## config.mk

```make
export PLATFORM = sky130hd
export DESIGN_NAME = ahb2apb_bridge
export DESIGN_NICKNAME = d
export VERILOG_FILES = /design/src/rtl/ahb_apb_pkg.sv /design/src/rtl/apb_slave_decoder.sv /design/src/rtl/ahb2apb_bridge.sv
export SDC_FILE = /design/constraint.sdc
export NUM_CORES = 1
export LEC_CHECK = 0
export ABC_AREA = 1
export CAP_MARGIN = 20
export CORE_MARGIN = 3
export CORE_UTILIZATION = 42
export DETAILED_ROUTE_END_ITERATION = 8
export PLACE_DENSITY = 0.87
export SLEW_MARGIN = 20
export SYNTH_ARGS = -nofsm -noshare
export SYNTH_HDL_FRONTEND = slang
export SYNTH_SLANG_ARGS = --single-unit
```

## constraint.sdc

```tcl
create_clock -name HCLK -period 3.3 [get_ports HCLK]
set_clock_uncertainty 0.15 [all_clocks]
set_input_delay 0.33 -clock HCLK [delete_from_list [all_inputs] [get_ports HCLK]]
set_output_delay 0.33 -clock HCLK [all_outputs]
set_load 0.005 [all_outputs]
```

## src/rtl/ahb_apb_pkg.sv

```systemverilog
// Shared encodings for the AHB-to-APB bridge: AHB transfer/response codes and FSM states.
package ahb_apb_pkg;

  typedef enum logic [1:0] {
    HT_IDLE   = 2'b00,
    HT_BUSY   = 2'b01,
    HT_NONSEQ = 2'b10,
    HT_SEQ    = 2'b11
  } htrans_e;

  typedef enum logic [1:0] {
    HR_OKAY  = 2'b00,
    HR_ERROR = 2'b01
  } hresp_e;

  typedef enum logic [2:0] {
    ST_IDLE,
    ST_LATCH,
    ST_SETUP,
    ST_ACCESS,
    ST_ERR1,
    ST_ERR2
  } state_e;

  // Slave-index field width; a single slave still gets one decode bit.
  function automatic int sel_width(input int nslv);
    return (nslv > 1) ? $clog2(nslv) : 1;
  endfunction

endpackage

```

## src/rtl/apb_slave_decoder.sv

```systemverilog
// Decodes the slave-index field of a registered AHB address into a one-hot APB select.
module apb_slave_decoder
  import ahb_apb_pkg::*;
#(
  parameter int ADDR_W  = 32,
  parameter int NSLV    = 3,
  parameter int SEL_LSB = 12
) (
  input  logic [ADDR_W-1:0] addr,
  output logic [NSLV-1:0]   sel,
  output logic              valid
);

  localparam int SW = sel_width(NSLV);

  logic [SW-1:0] idx;
  logic          unused_addr;

  assign idx         = addr[SEL_LSB +: SW];
  assign unused_addr = ^addr;

  // Indices at or above NSLV match no bit, which is what flags the hole.
  always_comb begin
    sel = '0;
    for (int i = 0; i < NSLV; i++) sel[i] = (idx == SW'(i));
  end

  assign valid = |sel;

endmodule

```

## src/rtl/ahb2apb_bridge.sv

```systemverilog
// AHB-lite slave to APB master bridge: one outstanding transfer, wait-state timeout,
// and a two-cycle AHB ERROR response for decode holes, slave errors and timeouts.
module ahb2apb_bridge
  import ahb_apb_pkg::*;
#(
  parameter int ADDR_W  = 32,
  parameter int DATA_W  = 32,
  parameter int NSLV    = 3,
  parameter int SEL_LSB = 12,
  parameter int TIMEOUT = 16
) (
  input  logic                   HCLK,
  input  logic                   HRESET,
  input  logic [1:0]             HTRANS,
  input  logic                   HWRITE,
  input  logic                   HREADYIN,
  input  logic [ADDR_W-1:0]      HADDR,
  input  logic [DATA_W-1:0]      HWDATA,
  output logic [DATA_W-1:0]      HRDATA,
  output logic                   HREADYOUT,
  output logic [1:0]             HRESP,
  output logic [NSLV-1:0]        PSEL,
  output logic                   PENABLE,
  output logic                   PWRITE,
  output logic [ADDR_W-1:0]      PADDR,
  output logic [DATA_W-1:0]      PWDATA,
  input  logic [NSLV*DATA_W-1:0] PRDATA,
  input  logic [NSLV-1:0]        PREADY,
  input  logic [NSLV-1:0]        PSLVERR
);

  localparam int CW = (TIMEOUT > 0) ? $clog2(TIMEOUT + 1) : 1;

  state_e            state, state_nxt;
  logic [ADDR_W-1:0] haddr_r;
  logic              hwrite_r;
  logic [NSLV-1:0]   sel_r, dec_sel;
  logic              dec_valid;
  logic [CW-1:0]     wait_cnt;
  logic              req, load, sel_ready, sel_err, timeout;
  logic [DATA_W-1:0] sel_rdata;

  apb_slave_decoder #(
    .ADDR_W (ADDR_W),
    .NSLV   (NSLV),
    .SEL_LSB(SEL_LSB)
  ) u_dec (
    .addr (haddr_r),
    .sel  (dec_sel),
    .valid(dec_valid)
  );

  assign req       = ((HTRANS == HT_NONSEQ) || (HTRANS == HT_SEQ)) && HREADYIN;
  assign sel_ready = |(PREADY & sel_r);
  assign sel_err   = |(PSLVERR & sel_r);
  // Abort on the ACCESS cycle whose miss would bring the count up to TIMEOUT.
  assign timeout   = (TIMEOUT > 0) && !sel_ready && (wait_cnt == CW'(TIMEOUT - 1));

  always_comb begin
    sel_rdata = '0;
    for (int i = 0; i < NSLV; i++)
      if (sel_r[i]) sel_rdata = sel_rdata | PRDATA[i*DATA_W +: DATA_W];
  end

  always_comb begin
    state_nxt = state;
    load      = 1'b0;
    HREADYOUT = 1'b1;
    HRESP     = HR_OKAY;
    HRDATA    = '0;
    PSEL      = '0;
    PENABLE   = 1'b0;
    case (state)
      ST_IDLE: if (req) begin
        state_nxt = ST_LATCH;
        load      = 1'b1;
      end
      ST_LATCH: begin
        HREADYOUT = 1'b0;
        state_nxt = dec_valid ? ST_SETUP : ST_ERR1;
      end
      ST_SETUP: begin
        HREADYOUT = 1'b0;
        PSEL      = sel_r;
        state_nxt = ST_ACCESS;
      end
      ST_ACCESS: begin
        HREADYOUT = 1'b0;
        PSEL      = sel_r;
        PENABLE   = 1'b1;
        if (sel_ready && sel_err) begin
          state_nxt = ST_ERR1;
        end else if (sel_ready) begin
          HREADYOUT = 1'b1;
          if (!PWRITE) HRDATA = sel_rdata;
          state_nxt = req ? ST_LATCH : ST_IDLE;
          load      = req;
        end else if (timeout) begin
          state_nxt = ST_ERR1;
        end
      end
      ST_ERR1: begin
        HREADYOUT = 1'b0;
        HRESP     = HR_ERROR;
        state_nxt = ST_ERR2;
      end
      ST_ERR2: begin
        HRESP     = HR_ERROR;
        state_nxt = req ? ST_LATCH : ST_IDLE;
        load      = req;
      end
      default: state_nxt = ST_IDLE;
    endcase
  end

  always_ff @(posedge HCLK) begin
    if (HRESET) begin
      state    <= ST_IDLE;
      haddr_r  <= '0;
      hwrite_r <= 1'b0;
      sel_r    <= '0;
      wait_cnt <= '0;
      PADDR    <= '0;
      PWRITE   <= 1'b0;
      PWDATA   <= '0;
    end else begin
      state <= state_nxt;
      if (load) begin
        haddr_r  <= HADDR;
        hwrite_r <= HWRITE;
      end
      // APB-side address/control only move for a decoded transfer.
      if (state == ST_LATCH && dec_valid) begin
        PADDR  <= haddr_r;
        PWRITE <= hwrite_r;
        PWDATA <= HWDATA;
        sel_r  <= dec_sel;
      end
      if (state == ST_SETUP) wait_cnt <= '0;
      else if (state == ST_ACCESS && !sel_ready) wait_cnt <= wait_cnt + CW'(1);
    end
  end

endmodule

```

==> results of run 1 <==
metal layers:
metal | track usage | up-vias | routed length, um
met5 | 0 | - | 0
met4 | 0.0950 | 0 | 495
met3 | 0.0576 | 30 | 1430
met2 | 0.423 | 228 | 8480
met1 | 0.306 | 2523 | 6740
li1 | - | 2763 | -
through the flow:
stage | cell area, sq um | utilization | worst slack (ns) | hold WS, ns
after floorplan | 4920 | - | 1.63 | 0.295
after global placement | 7580 | 0.681 | 0.675 | 0.298
after detailed placement | 7580 | 0.681 | 0.613 | 0.301
after CTS | 7860 | 0.707 | 0.551 | 0.312
after global routing | 7860 | 0.707 | 0.414 | 0.325
final | 7860 | 0.707 | 0.573 | 0.310
placed cells by master (no fill, tap or decap), types with 2 or more instances in the layout:
| cell | synthesis | final |
|---|---|---|
| nor2_4 | 2 | 2 |
| clkbuf_16 | 0 | 9 |
| nand3_2 | 2 | 2 |
| a311oi_1 | 32 | 32 |
| o21ai_0 | 40 | 40 |
| nor2_2 | 4 | 4 |
| inv_2 | 4 | 4 |
| nor3_1 | 2 | 2 |
| buf_4 | 2 | 11 |
| inv_6 | 0 | 3 |
| nor2_1 | 77 | 77 |
| nand3_1 | 65 | 65 |
| nand4_1 | 3 | 3 |
| nand2_1 | 188 | 186 |
| ha_1 | 2 | 2 |
| inv_1 | 18 | 18 |
| dfxtp_1 | 109 | 109 |
| nand2_2 | 3 | 5 |
| a21oi_1 | 73 | 73 |
| clkdlybuf4s50_1 | 0 | 272 |
cell families after synthesis:
group | count (synthesis) | share of synthesized area
flip-flops | 109 | 0.443
adder cells (fa/ha/maj) | 2 | 0.00508
other | 1 | 0.000762
AO/OA/AOI/OAI | 147 | 0.175
buffers and inverters | 80 | 0.0844
AND/OR/NAND/NOR | 346 | 0.292
state kept, by name, indices dropped and copies added, names as in the netlist:
signal and cells:
PADDR 32, PWDATA 32, haddr_r 32, wait_cnt 5, sel_r 3, state 3
PWRITE 1, hwrite_r 1
how the worst max path moves through the flow:
stage	endpoint	slack (ns)	depth (start not counted)
after floorplan	HRDATA[0]	1.63	7
after global placement	HRDATA[6]	0.68	8
after detailed placement	HRDATA[18]	0.61	7
after CTS	HRDATA[18]	0.55	6
after global routing	HRDATA[13]	0.41	6
final	HRDATA[13]	0.57	6
area by class of cell:
cell class                 instances  area share
clock inverter                     6     0.00716
timing repair buffer             284       0.357
inverter                          22      0.0105
multi-input combinational        496       0.296
clock buffer                      10      0.0291
tap                              140      0.0223
sequential                       109       0.277
critical path, delay by kind of cell (launching register included):
kind	cells	cell delay, ns
buffers and inverters	2	0.81
AOI/OAI and AO/OA	1	0.29
and+or+nand+nor	3	0.37
DFF	1	0.44
power by group:
group	switching [mW]	internal, mW
Sequential	0.108	1.50
Clock	0.500	0.528
Combinational	0.707	0.578
Total	1.31	2.61
==> impl_metrics.toml, run 1 <==
[timing]
max_freq_mhz = 367
slew_headroom = 0.513
setup-tns-final_ns = 0
grt_setup_unrepaired = "false"
finalHoldViolations = 0
timing.final.crit_share = 0.826
finalSetupViolations = 0
worst_pin_slew_ns = 0.729
min_period_ns = 2.73
maxSlewViolCount = 0

[hold_path]
hp-start = "PADDR[1]$_SDFFE_PP0P_"
whs_endpoint = "PADDR[1]$_SDFFE_PP0P_"
worstHoldPathType = "reg2reg"
hold_path_depth = 2

[clock_tree]
numCtsBuffers = 9
htreeDepth = 3
post-cts-setup-buffers = 0
clkSinkCount = 109
cts-hold-fix-buffers = 0
cts_tree = "yes"
cts-resized-gates = 0
worstSkewPairLatency_ns = 0.33
path_clk_slew_ns = 0.07
cts_root_buffer = "clkbuf_16"
cts_max_path_buffers = 2

[synthesis]
synth_seq_cells = 109
synth_warnings = 0
async_flop_share = 0
synthFlopType = "dfxtp_1"
synth.largest_area_cell = "dfxtp_1"
yosysUniqueCellTypes = 25
syn_area_sq_um = 4920
synthCells = 685
yosysSeqAreaShare = 0.443
avgSynthCellArea_sq_um = 7.18
synthMostInstantiatedCell = "nand2_1"
synth_commonest_cells = "188 x nand2_1, 109 x dfxtp_1, 77 x nor2_1, 73 x a21oi_1, 65 x nand3_1"
yosys-top-cells-area = "dfxtp_1 44%, nand2_1 14%, a21oi_1 7.4%"
yosysTopAreaCellShare = 0.443
synth_nets = 859
synth-edff-count = 0

[routing]
wl_um = 17200
drcViolationCount = 0
wl_per_cell_um = 16.1
viasPerCell = 5.20
firstDrtPassIters = 4
drtIter0Drc = 424
drt.antenna.violating_nets = 0
vias = 5544

[pwr]
power.total_mw = 3.92
ir_drop_uv = 311
p_per_area_nw_per_um2 = 499
p_leak_nw = 2.77

[worst_setup_path]
r2r_start = "state[0]$_SDFFE_PP0P_"
worstPathCellList = "nand2_2 > nor2_4 > nand3_2 > buf_4 > a311oi_1 > clkdlybuf4s50_1"
slowest_delay_ns = 0.56
crit_type = "reg2out"
rr_endpoint = "PADDR[27]$_SDFFE_PP0P_"
worstSetupStartpointType = "flip-flop"
crit_path_top_delay_cell = "clkdlybuf4s50_1"
crit_start = "state[1]$_SDFFE_PP0P_"
cp-end-kind = "output pin"
crit_arrival_ns = 2.25
worstPathRequired_ns = 2.82
reg2reg_depth = 8
r2r_slack_ns = 1.30
crit_fanout = 32

[placement]
hpwlAfterDp_um = 12200
io_buffers = 273
dpl.cell_count = 1051
gp_congestion = 0.830

[floorplan]
die_area_sq_um = 13100
fp.dieH_um = 114
core_sq_um = 11100
num_rows = 38
die_w_um = 114
start_util = 0.442
io_pins = 276

[flow_run]
maxCapViolCount = 0

[cells_and_area]
fillers = 950
syn2layout_area_growth_pct = 59.8
fin_nets = 1096
drive_above_1_share = 0.0475
regArea_sq_um = 2180
multi_input_area_sq_um = 2330
instances_no_fill = 1067
num_antenna_cells = 0

[global_routing]
antenna_found_initial = 0
overflow = 0
grt_pass1_wl_um = 26300
grt_max_degree = 68
grtUsageTotal = 0.249
grt_pass1_vias = 5100

[run_status]
status = "finished, final reports clean"
No activity file was read; power rests on OpenSTA's default activity.
==> run 2: changes to the inputs <==
--- a/config.mk
+++ b/config.mk
@@ -8,9 +8,9 @@
 export ABC_AREA = 1
 export CAP_MARGIN = 20
 export CORE_MARGIN = 3
-export CORE_UTILIZATION = 42
+export CORE_UTILIZATION = 39
 export DETAILED_ROUTE_END_ITERATION = 8
-export PLACE_DENSITY = 0.87
+export PLACE_DENSITY = 0.81
 export SLEW_MARGIN = 20
 export SYNTH_ARGS = -nofsm -noshare
 export SYNTH_HDL_FRONTEND = slang
==> constraint.sdc (replaced) <==
create_clock -name HCLK -period 2.8 [get_ports HCLK]
set_clock_uncertainty 0.15 [all_clocks]
set_input_delay 0.28 -clock HCLK [delete_from_list [all_inputs] [get_ports HCLK]]
set_output_delay 0.28 -clock HCLK [all_outputs]
set_load 0.005 [all_outputs]
==> run 2 against run 1 <==
Worst setup slack got worse by 0.42 ns. Sequential power increased by 18%. Routed wire length increased by 1.3%. Register-to-register slack got worse by 0.47 ns. Largest power group unchanged. Via count decreased by 0.36%. Design area increased by 1.2%. Sequential cell count unchanged. Non-clock buffer count unchanged.
==> impl_metrics.toml, run 2 (synthesis results as in run 1) <==
[cells_and_area]
largestRegisters = "PADDR (32), PWDATA (32), haddr_r (32)"
drive_above_1_share = 0.0485
post-route-util = 0.654
fin_nets = 1096
final_common_cell = "clkdlybuf4s50_1"
final_cell_mix = "272 x clkdlybuf4s50_1, 186 x nand2_1, 109 x dfxtp_1, 77 x nor2_1, 73 x a21oi_1"
syn2layout_area_growth_pct = 61.7

[pwr]
clkPwrFrac = 0.279
power.share.sequential = 0.400
sw_frac_of_total = 0.327
p_sw_mw = 1.55
p_leak_nw = 2.79
internal_power_mw = 3.20
ir_drop_uv = 376
power_frac_comb = 0.321
p_per_area_nw_per_um2 = 597

[placement]
dp_slack_ns = 0.258
io_buffers = 273
hpwlAfterDp_um = 12400
gp_congestion = 0.880

[worst_setup_path]
crit_arrival_ns = 2.21
crit_buf_inv = 2
slowest_delay_ns = 0.60
worstPathRequired_ns = 2.37
crit_fanout = 32
crit_path_top_delay_cell = "clkdlybuf4s50_1"
worstPathCellList = "nand2_2 > nor2_4 > nand3_2 > buf_12 > a311oi_1 > clkdlybuf4s50_1"
worstSetupStartpointType = "flip-flop"
crit_type = "reg2out"
critPathTopFamily = "buffers and inverters"
cp-end-kind = "output pin"

[timing]
min_period_ns = 2.64
worst_pin_slew_ns = 0.757
timing.final.crit_share = 0.945
fin_ws_ns = 0.155
finalHoldViolations = 0
maxSlewViolCount = 0
slew_headroom = 0.495
hold_ws_ns = 0.243
grt_setup_unrepaired = "false"
finalSetupViolations = 0
setup-tns-final_ns = 0
max_freq_mhz = 378

[clock_tree]
cts_root_buffer = "clkbuf_16"
cts_tree = "yes"
numCtsBuffers = 9
clkSinkCount = 109
htreeDepth = 3
cts_max_path_buffers = 2
cts-resized-gates = 0
post-cts-setup-buffers = 0
worstSkewPairLatency_ns = 0.35
path_clk_slew_ns = 0.07
cts-hold-fix-buffers = 0

[floorplan]
die_area_sq_um = 14000
die_w_um = 118
io_pins = 276
fp.dieH_um = 118
start_util = 0.405
num_rows = 40
core_sq_um = 12200

[routing]
vias = 5524
maxUsedRoutingLayer = "met4"
wl_um = 17400
firstDrtPassIters = 4
drtIter0Drc = 387
viasPerCell = 5.04
drcViolationCount = 0
met2WireLength_um = 8370
met1Wirelength_um = 7050
drt.antenna.violating_nets = 0
wl_per_cell_um = 15.8
wl_met3_um = 1400

[global_routing]
grt_pass1_vias = 5015
grt_pass1_wl_um = 27200
grtUsageTotal = 0.239
overflow = 0
antenna_found_initial = 2
grt_max_degree = 68

[run_status]
status = "finished, final reports clean"

[hold_path]
worstHoldPathType = "in2reg"

[flow_run]
maxCapViolCount = 0
[run 2: cell count changes in the layout (fill, tap and decap cells not counted)]
cell / before / now
clkinv_8: 1 / 0
bufinv_16: 0 / 1
buf_4: 11 / 9
clkbuf_1: 1 / 0
diode_2: 0 / 2
inv_6: 3 / 2
buf_12: 0 / 2
inv_8: 0 / 1
clkbuf_8: 0 / 1
clkinv_2: 1 / 0
clkinvlp_4: 0 / 1
[run 2: routing by layer]
| metal | global-route usage | up-vias |
|---|---|---|
| met4 | 0.0923 | 0 |
| met5 | 0 | - |
| met3 | 0.0627 | 29 |
| met1 | 0.304 | 2498 |
| met2 | 0.387 | 241 |
| li1 | - | 2756 |
[run 2: worst register-to-register path: stages, from the launching register on]
cell and delay [ns]:
dfxtp_1 0.39, inv_2 0.09, nor2_2 0.15, nand2_2 0.10, inv_2 0.07, buf_4 0.54, nand3_1 0.20, a21oi_1 0.20
[run 2: layout make-up]
| cell class | count | area (sq um) |
|---|---|---|
| fill | 1098 | 4200 |
| timing repair buffer | 284 | 2840 |
| multi-input combinational | 496 | 2330 |
| sequential | 109 | 2180 |
| clock buffer | 10 | 239 |
| tap | 168 | 210 |
| inverter | 22 | 82.6 |
| clock inverter | 6 | 75.1 |
| antenna | 2 | 5.00 |
[run 2: path summary, 6_finish.rpt]
kind | cells after the start | from | end | slack [ns]
setup / recovery | 6 | state[1]$_SDFFE_PP0P_ | HRDATA[9] | 0.16
hold / removal | 4 | HRESET | haddr_r[30]$_SDFFE_PP0P_ | 0.24
setup reg to reg | 7 | state[0]$_SDFFE_PP0P_ | PWDATA[18]$_SDFFE_PP0P_ | 0.83
hold reg to reg | 2 | PWRITE$_SDFFE_PP0P_ | PWRITE$_SDFFE_PP0P_ | 0.31
[run 2: per-stage QoR]
stage | total power, mW | instance area [sq um] | cells
6_report | 4.75 | 7960 | 1097
5_1_grt | 5.04 | 7960 | 1097
4_1_cts | 4.79 | 7950 | 1095
3_5_place_dp | 3.46 | 7640 | 1079
3_3_place_gp | 3.45 | 7640 | 1079
2_1_floorplan | 2.79 | 4920 | 685
[run 2: power by group through the flow]
stage / clock (mW) / combinational, mW / sequential (mW)
final: 1.33 / 1.53 / 1.90
after global routing: 1.42 / 1.68 / 1.93
after detailed placement: 0 / 1.53 / 1.93
after floorplan: 0 / 0.875 / 1.91
after global placement: 0 / 1.52 / 1.92
after CTS: 1.35 / 1.54 / 1.90
==> run 3: changes to the inputs <==
--- a/config.mk
+++ b/config.mk
@@ -7,11 +7,11 @@
 export LEC_CHECK = 0
 export ABC_AREA = 1
 export CAP_MARGIN = 20
-export CORE_MARGIN = 3
+export CORE_MARGIN = 2
 export CORE_UTILIZATION = 39
 export DETAILED_ROUTE_END_ITERATION = 8
 export PLACE_DENSITY = 0.81
-export SLEW_MARGIN = 20
+export SLEW_MARGIN = 10
 export SYNTH_ARGS = -nofsm -noshare
 export SYNTH_HDL_FRONTEND = slang
 export SYNTH_SLANG_ARGS = --single-unit
==> run 3 against run 2 <==
Register-to-register slack about the same. Clock power decreased by 4%. Sequential cell count unchanged. Routed wire length decreased by 2.8%. Critical endpoint is now HRDATA[29].
==> impl_metrics.toml, run 3 (synthesis results as in run 1) <==
[timing]
maxSlewViolCount = 0
finalSetupViolations = 0
min_period_ns = 2.70
finalHoldViolations = 0
max_freq_mhz = 371
grt_setup_unrepaired = "false"
setup-tns-final_ns = 0
worst_pin_slew_ns = 0.735
slew_headroom = 0.510
timing.final.crit_share = 0.963

[routing]
wl_per_cell_um = 15.3
viasPerCell = 5.00
wl_um = 16900
firstDrtPassIters = 5
drtIter0Drc = 393
vias = 5507
drt.antenna.violating_nets = 0
drcViolationCount = 0

[floorplan]
start_util = 0.395
core_sq_um = 12500
num_rows = 41
die_area_sq_um = 13500
io_pins = 276
die_w_um = 116
fp.dieH_um = 116

[worst_setup_path]
cp-end-kind = "output pin"
crit_arrival_ns = 2.27
crit_path_top_delay_cell = "clkdlybuf4s50_1"
worstPathCellList = "nand2_2 > nor2_4 > nand3_2 > buf_4 > a311oi_1 > clkdlybuf4s50_1"
crit_fanout = 34
crit_type = "reg2out"
slowest_delay_ns = 0.57
worstSetupStartpointType = "flip-flop"
crit_buf_inv = 2
worstPathRequired_ns = 2.37
critPathTopFamily = "buffers and inverters"

[clock_tree]
post-cts-setup-buffers = 0
htreeDepth = 3
cts_tree = "yes"
clkSinkCount = 109
cts_max_path_buffers = 2
worstSkewPairLatency_ns = 0.34
numCtsBuffers = 9
path_clk_slew_ns = 0.07
cts-hold-fix-buffers = 0
cts-resized-gates = 0
cts_root_buffer = "clkbuf_16"

[placement]
io_buffers = 273
placed_area_sq_um = 7640
hpwlAfterDp_um = 11900
gp_congestion = 0.796
dpl.cell_count = 1083

[pwr]
p_per_area_nw_per_um2 = 593
power.total_mw = 4.71
p_leak_nw = 2.78
ir_drop_uv = 357

[hold_path]
worstHoldPathType = "reg2reg"

[global_routing]
grt_pass1_wl_um = 24600
grt_max_degree = 68
antenna_found_initial = 2
grtUsageTotal = 0.229
overflow = 0
grt_pass1_vias = 4774

[cells_and_area]
fin_nets = 1096
post-route-util = 0.638
syn2layout_area_growth_pct = 61.5
final_common_cell = "clkdlybuf4s50_1"
drive_above_1_share = 0.0475
final_area_sq_um = 7950
final_cell_mix = "272 x clkdlybuf4s50_1, 186 x nand2_1, 109 x dfxtp_1, 77 x nor2_1, 73 x a21oi_1"
instances_no_fill = 1101
largestRegisters = "PADDR (32), PWDATA (32), haddr_r (32)"

[flow_run]
maxCapViolCount = 0

[run_status]
status = "finished, final reports clean"
==> run 3: worst paths after layout <==
kind | startpoint | end | slack [ns] | cells after the start
worst max-delay path | state[1]$_SDFFE_PP0P_ | HRDATA[29] | 0.10 | 6
worst min-delay path | PADDR[3]$_SDFFE_PP0P_ | PADDR[3]$_SDFFE_PP0P_ | 0.31 | 2
worst max register to register | state[0]$_SDFFE_PP0P_ | PWDATA[9]$_SDFFE_PP0P_ | 0.84 | 8
worst min register to register | PADDR[3]$_SDFFE_PP0P_ | PADDR[3]$_SDFFE_PP0P_ | 0.31 | 2
==> run 3: worst reg2reg max path: cells and delay by family, from the launching register on <==
family,cells,cell delay [ns]
simple gates,4,0.64
buf+inv,3,0.57
flops,1,0.41
compound gates,1,0.06
==> run 3: stage by stage <==
step	setup WS, ns	hold slack, ns
finish	0.104	0.310
global route	0.0200	0.329
CTS	0.116	0.313
detailed placement	0.255	0.302
global placement	0.310	0.298
floorplan	1.18	0.258
==> run 3: metal layers <==
layer	part of all wire	wire length, um	global-route usage	up-vias
met5	0	0	0	-
li1	-	-	-	2755
met3	0.084	1420	0.0607	24
met4	0.026	431	0.0952	0
met2	0.48	8110	0.379	219
met1	0.41	6920	0.284	2509
==> run 3: cell type report <==
cell class              instances  area (sq um)
clock inverters                 5          57.6
multi-input cells             496          2330
inverters                      22          82.6
clock buffers                  11           243
flip-flops and latches        109          2180
well taps                     172           215
fillers                      1116          4520
diodes                          2          5.00
repair buffers                284          2840
==> run 3: power breakdown <==
group / switching (mW) / internal [mW] / total (mW)
logic: 0.820 / 0.704 / 1.52
clock network: 0.559 / 0.722 / 1.28
registers: 0.134 / 1.77 / 1.90
